**config.mk**
```make
export PLATFORM = sky130hd
export DESIGN_NAME = alarm_ringer
export DESIGN_NICKNAME = d
export VERILOG_FILES = /design/src/rtl/alarm_ringer.sv
export SDC_FILE = /design/constraint.sdc
export NUM_CORES = 1
export LEC_CHECK = 0
export CORE_MARGIN = 5
export CORE_UTILIZATION = 38
export DETAILED_ROUTE_END_ITERATION = 8
export PLACE_DENSITY = 0.78
export SETUP_SLACK_MARGIN = 0.4
export SYNTH_ARGS = -nofsm -noshare
export SYNTH_HDL_FRONTEND = slang
export SYNTH_SLANG_ARGS = --single-unit
```
**constraint.sdc**
```tcl
create_clock -name clock -period 3.7 [get_ports clock]
set_input_delay 0.925 -clock clock [delete_from_list [all_inputs] [get_ports clock]]
set_output_delay 0.925 -clock clock [all_outputs]
set_load 0.03 [all_outputs]
```
**src/rtl/alarm_ringer.sv**
```systemverilog
// Alarm ringer: watches the running time against the stored alarm time and
// drives a buzzer tone for a bounded ring period, with stop and snooze keys.
module alarm_ringer #(
    parameter int RING_SECONDS   = 60,
    parameter int SNOOZE_MINUTES = 5,
    parameter int TONE_DIV       = 2
) (
    input  logic       clock,
    input  logic       reset,
    input  logic       second_tick,
    input  logic       alarm_enable,
    input  logic       stop_key,
    input  logic       snooze_key,
    input  logic [5:0] cur_hour,
    input  logic [5:0] cur_minute,
    input  logic [5:0] cur_second,
    input  logic [5:0] alm_hour,
    input  logic [5:0] alm_minute,
    input  logic [5:0] alm_second,
    output logic       ringing,
    output logic       snoozed,
    output logic       buzzer
);

    localparam int SNZ_TICKS = SNOOZE_MINUTES * 60;
    localparam int RW = (RING_SECONDS > 1) ? $clog2(RING_SECONDS) : 1;
    localparam int SW = (SNZ_TICKS > 1) ? $clog2(SNZ_TICKS) : 1;
    localparam int TW = (TONE_DIV > 1) ? $clog2(TONE_DIV) : 1;

    localparam logic [RW-1:0] RING_LAST = RW'(RING_SECONDS - 1);
    localparam logic [SW-1:0] SNZ_LAST  = SW'(SNZ_TICKS - 1);
    localparam logic [TW-1:0] TONE_LAST = TW'(TONE_DIV - 1);

    typedef enum logic [1:0] {
        S_IDLE   = 2'd0,
        S_RING   = 2'd1,
        S_SNOOZE = 2'd2
    } state_e;

    state_e        state_q, state_d;
    logic [RW-1:0] ring_cnt_q, ring_cnt_d;
    logic [SW-1:0] snz_cnt_q, snz_cnt_d;
    logic [TW-1:0] tone_cnt_q, tone_cnt_d;
    logic          buzzer_q, buzzer_d;
    logic          ringing_q, ringing_d;
    logic          snoozed_q, snoozed_d;
    logic          match_q, stop_q, snooze_q;

    logic match;
    logic match_rise;
    logic stop_rise;
    logic snooze_rise;

    assign match = (cur_hour == alm_hour) && (cur_minute == alm_minute) &&
                   (cur_second == alm_second);

    // match_q resets high so a time already matching at reset release is not a new match.
    assign match_rise  = match & ~match_q;
    assign stop_rise   = stop_key & ~stop_q;
    assign snooze_rise = snooze_key & ~snooze_q;

    always_comb begin
        state_d    = state_q;
        ring_cnt_d = ring_cnt_q;
        snz_cnt_d  = snz_cnt_q;
        tone_cnt_d = tone_cnt_q;
        buzzer_d   = buzzer_q;

        case (state_q)
            S_IDLE: begin
                if (match_rise) begin
                    state_d    = S_RING;
                    ring_cnt_d = '0;
                end
            end
            S_RING: begin
                if (stop_rise) begin
                    state_d = S_IDLE;
                end else if (snooze_rise) begin
                    state_d   = S_SNOOZE;
                    snz_cnt_d = '0;
                end else if (second_tick) begin
                    if (ring_cnt_q == RING_LAST) begin
                        state_d = S_IDLE;
                    end else begin
                        ring_cnt_d = ring_cnt_q + RW'(1);
                    end
                end
            end
            S_SNOOZE: begin
                // A key edge on a tick cycle consumes the tick.
                if (stop_rise) begin
                    state_d = S_IDLE;
                end else if (second_tick) begin
                    if (snz_cnt_q == SNZ_LAST) begin
                        state_d    = S_RING;
                        ring_cnt_d = '0;
                    end else begin
                        snz_cnt_d = snz_cnt_q + SW'(1);
                    end
                end
            end
            default: begin
                state_d = S_IDLE;
            end
        endcase

        if (!alarm_enable) begin
            state_d = S_IDLE;
        end

        // Tone only runs while staying in RING; entering or leaving restarts it silent.
        if ((state_q == S_RING) && (state_d == S_RING)) begin
            if (tone_cnt_q == TONE_LAST) begin
                tone_cnt_d = '0;
                buzzer_d   = ~buzzer_q;
            end else begin
                tone_cnt_d = tone_cnt_q + TW'(1);
            end
        end else begin
            tone_cnt_d = '0;
            buzzer_d   = 1'b0;
        end

        ringing_d = (state_d == S_RING);
        snoozed_d = (state_d == S_SNOOZE);
    end

    always_ff @(posedge clock or negedge reset) begin
        if (!reset) begin
            state_q    <= S_IDLE;
            ring_cnt_q <= '0;
            snz_cnt_q  <= '0;
            tone_cnt_q <= '0;
            buzzer_q   <= 1'b0;
            ringing_q  <= 1'b0;
            snoozed_q  <= 1'b0;
            match_q    <= 1'b1;
            stop_q     <= 1'b0;
            snooze_q   <= 1'b0;
        end else begin
            state_q    <= state_d;
            ring_cnt_q <= ring_cnt_d;
            snz_cnt_q  <= snz_cnt_d;
            tone_cnt_q <= tone_cnt_d;
            buzzer_q   <= buzzer_d;
            ringing_q  <= ringing_d;
            snoozed_q  <= snoozed_d;
            match_q    <= match;
            stop_q     <= stop_key;
            snooze_q   <= snooze_key;
        end
    end

    assign ringing = ringing_q;
    assign snoozed = snoozed_q;
    assign buzzer  = buzzer_q;

endmodule

```
After elaboration in Yosys (flattened, before gate mapping)
Index checks and enable logic that the tools add are counted.

storage, ports and cells
  flip-flop bits (word level) = 24
  input bits = 42
  output and inout bits = 3
  logic and storage cells = 77

cells by class
  $add $sub $neg = 3
  eq/ne operators = 20
  muxes and demuxes = 29
  bitwise operators = 7
  reductions and logical operators = 8

operators with widths
  kind                   number
  $mux W6                8
  $mux W9                5
  $ne A2 B2 Y1 const B   11
  $eq A6 B6 Y1           3
  $mux W2                9
  $pmux W6 S3            1
  $pmux W9 S2            1
  $add A9 B1 Y9 const B  1
  $eq A9 B9 Y1 const B   1
  $reduce_and A9 Y1      1
  $add A6 B1 Y6 const B  1
  $eq A6 B6 Y1 const B   1
  $pmux W2 S3            1
  $reduce_and A6 Y1      1
  $eq A2 B1 Y1 const B   2
  $eq A2 B2 Y1 const B   2
  $mux W1                4
  $not A1 Y1             4
  $and A1 B1 Y1          3
  $logic_and A1 B1 Y1    3
  $reduce_bool A3 Y1     1
  $logic_not A2 Y1       1
  $reduce_bool A2 Y1     1
  $add A1 B1 Y1 const B  1

Longest topological paths before layout
  word-level depth = 10
  gate-level depth with buffers = 8
  gate-level depth less buffers = 6

Worst setup path after synthesis
OpenSTA, ideal clock, no wires.

  kind = in2reg
  start point = input snooze_key
  end point = register ring_cnt_q[2]
  setup time = 0.143 ns
  data arrival time = 2.074 ns
  data required time = 3.557 ns
  slack = 1.483 ns
  stages = 6
  path buffers = 1
  cells stage by stage = nor2b_1 > or4_4 > o221ai_2 > buf_6 > o311a_1 > a21oi_1

on the way
  word-level cells in the longest chain between the ends = 3

RTL lines
  item                                line  source
  start: declaration                  13    input logic snooze_key,
  $and A1 B1 Y1                       60    assign snooze_rise = snooze_key & ~snooze_q;
  $ne A2 B2 Y1 (no source line)       -
  $reduce_and A9 Y1 (no source line)  -
  end signal: assignment              143   ring_cnt_q <= ring_cnt_d;
  end: declaration                    41    logic [RW-1:0] ring_cnt_q, ring_cnt_d;

No other way between the ends.
A chain may end at the register's enable or synchronous reset.

Worst setup path after layout
  start point = input second_tick
  end point = register ring_cnt_q[2]

on the way
  word-level cells in the longest chain between the ends = 2
  elaborated cells on any way between the ends = 3
  those cells by class = eq/ne: 2; reduce/logical: 1

RTL lines
  item                                  line  source
  start: declaration                    10    input logic second_tick,
  $ne A2 B2 Y1 (no source line)         -
  $reduce_and A9 Y1 (no source line) *  -

Every way passes the cells marked *; elsewhere a longest branch is shown, timed or not.

==> reports/summary.txt <==
Status -> complete, no violations
Post-DP HPWL -> 2650 um
Pins Over Slew Limit -> 0
Worst EP arrival -> 2830 ps
Worst slew pin tran -> 637 ps
Worst-Skew Late Latency -> 270 ps
CP required -> 3820 ps
# fillers -> 357
Pwr Density -> 286 nW/um2
Routed WL -> 3390 um
Hold path start -> tone_cnt_q
All-Layer GR Usage -> 0.131
Clock Skews -> 9.14 ps
Final Critical Period -> 2700 ps
Tcrit/Tclk final -> 0.730
Clk sinks -> 24
Crit-path max FO -> 11
DR pass1 iterations -> 4
Wire per inst -> 14.0 um
Die Y -> 72.7 um
Largest net degree at the start of global routing -> 25
Util after Layout -> 0.544
Layout Nets -> 239
Ys async rst share -> 1.00
RD Place Congestion -> 0.812
RSZ-0062 raised after global routing -> false
FMAX -> 0.370 GHz
Worst r2r src -> state_q[1]
CP Capture Type -> flop
Mapped Area -> 1500 um2
Power, Total -> 582 uW
Diodes inserted -> 0
Syn nets -> 194
Clock Tree Root -> clkbuf_8
Leak -> 0.868 nW
Cell depth of the worst hold path -> 1
Post-cts sizing count -> 0
Setup Viol. Count Final -> 0
Slew HR -> 0.574
Final Hold Vio Count -> 0
Total negative setup slack -> 0 ps
Vias in the first global route -> 1,239
Num ports -> 45
Floorplan core area -> 3740 um2
Area of the multi-input gates -> 833 um2
FF-to-FF End -> snz_cnt_q[7]
EDFF count, synth -> 0
Seq/Total Area, Yosys -> 0.403
Clock transition at the registers of the reported paths -> 90 ps
End of the worst hold path -> tone_cnt_q
CP Launch Type -> primary input
Yosys Warn Count -> 0
Share of post-route cells with drive strength above 1 -> 0.0722
DRT antenna net count -> 0
Register area -> 602 um2
DRC viols -> 0
Avg Vias per Cell -> 5.22
Post-placement cell count -> 238
DP Area -> 1970 um2
Worst setup path class -> primary input to flop
Die width -> 72.7 um
Post-synthesis cell count -> 150
Initial antenna violation count -> 0
Min-Delay Path Class -> flop to flop
Hold buffers post-CTS -> 0
Yosys reg bits -> 24
Peak supply drop -> 209 uV
Die area -> 5290 um2
Pre-CTS setup slack -> 748 ps
Post-CTS Setup Repair Bufs -> 0
Layout area overhead -> 36.2%
Final non-filler cell total -> 242
Starting Density -> 0.399
Flop2flop setup slack -> 1430 ps
Cell area after layout -> 2040 um2
Clock buffer depth -> 2
Setup slack after layout -> 998 ps
DRT iter0 DRCs -> 114
I/O Buffers -> 44
FP Rows -> 22
Reg2Reg Depth -> 5
Library cells used by synthesis -> 39
First-pass GRT wire length -> 5500 um
WHS -> 462 ps
CTS Buf Count -> 3
CTS tree -> yes
Max-Cap Viols -> 0
Global route total overflow -> 0
DR vias -> 1,264
CTS H-Tree Depth -> 1
Mapped Avg Cell Area -> 9.97 um2
Post-synth top flop -> dfrtp_1
registers in the layout (all words and copies together) (netlist names):
signal and flops:
snz_cnt_q 9, ring_cnt_q 6, state_q 2, buzzer 1
match_q 1, ringing 1, snooze_q 1, snoozed 1
stop_q 1, tone_cnt_q 1
cells by family after synthesis:
kind of cell	Yosys count	synth area share
AO/OA/AOI/OAI	36	0.190
XOR/XNOR	26	0.152
adder cells (fa/ha/maj)	2	0.0167
buffers and inverters	11	0.0402
flip-flops	24	0.403
AND/OR/NAND/NOR	51	0.198
routing by layer:
layer  GRT usage  wire [um]  vias to the layer above
li1            -          -                      637
met1       0.169       1500                      578
met2       0.219       1650                       44
met3     0.00964        162                        5
met4      0.0676         70                        0
met5           0          0                        -
layout by cell type, fill, tap and decap left out, drive strengths merged, types with 2 or more instances in the layout:
cell           synthesis  routed
xor2                  23      23
and3                   5       5
dfrtp                 23      23
a211oi                 2       2
inv                    6       6
o311a                  3       3
o31a                   2       2
nand3                  5       5
o21ai                  6       6
or2                    3       3
o211a                  2       2
nor2                  13      13
nand2b                 2       2
nor2b                  3       3
ha                     2       2
xnor2                  3       3
nand4                  3       3
nand2                  6       6
a21oi                  5       5
o2111ai                5       5
nor4                   5       5
clkbuf                 0       3
a31oi                  6       6
clkdlybuf4s50          0      44
synthesized netlist by cell type (4+ instances only):
cell	number	area, um2
nor2_1	13	48.8
dfrtp_1	23	576
nor4_1	5	31.3
a21oi_1	5	25.0
and3_1	5	31.3
xor2_1	23	201
o2111ai_1	5	43.8
inv_1	5	18.8
a31oi_1	6	37.5
nand2_1	6	22.5
nand3_1	5	25.0
o21ai_0	4	20.0
final cells by class:
class / instances / area share
timing repair buffer: 45 / 0.220
inverter: 6 / 0.0111
sequential: 24 / 0.295
clock buffer: 3 / 0.0203
clock inverter: 1 / 0.0147
multi-input combinational: 115 / 0.409
tap: 48 / 0.0295
worst max path at each step:
stage / startpoint / endpoint / cells after the start
6_report: second_tick / ring_cnt_q[2] / 6
2_1_floorplan: snooze_key / ring_cnt_q[2] / 6
3_5_place_dp: second_tick / ring_cnt_q[2] / 6
5_1_grt: alm_second[3] / ring_cnt_q[0] / 6
4_1_cts: second_tick / ring_cnt_q[2] / 6
3_3_place_gp: second_tick / ring_cnt_q[3] / 6
power breakdown:
group | switching, mW | total [mW] | internal [mW]
Combinational | 0.0289 | 0.0819 | 0.0530
Clock | 0.0866 | 0.231 | 0.145
Sequential | 0.00329 | 0.269 | 0.266
Total | 0.119 | 0.582 | 0.464
critical path, stage by stage:
cell             delay (ps)
clkdlybuf4s50_1         540
inv_2                    80
or4_4                   520
o221ai_2                440
o311a_1                 250
a21oi_1                  70
Note: power is estimated with default switching activity, not from simulation.
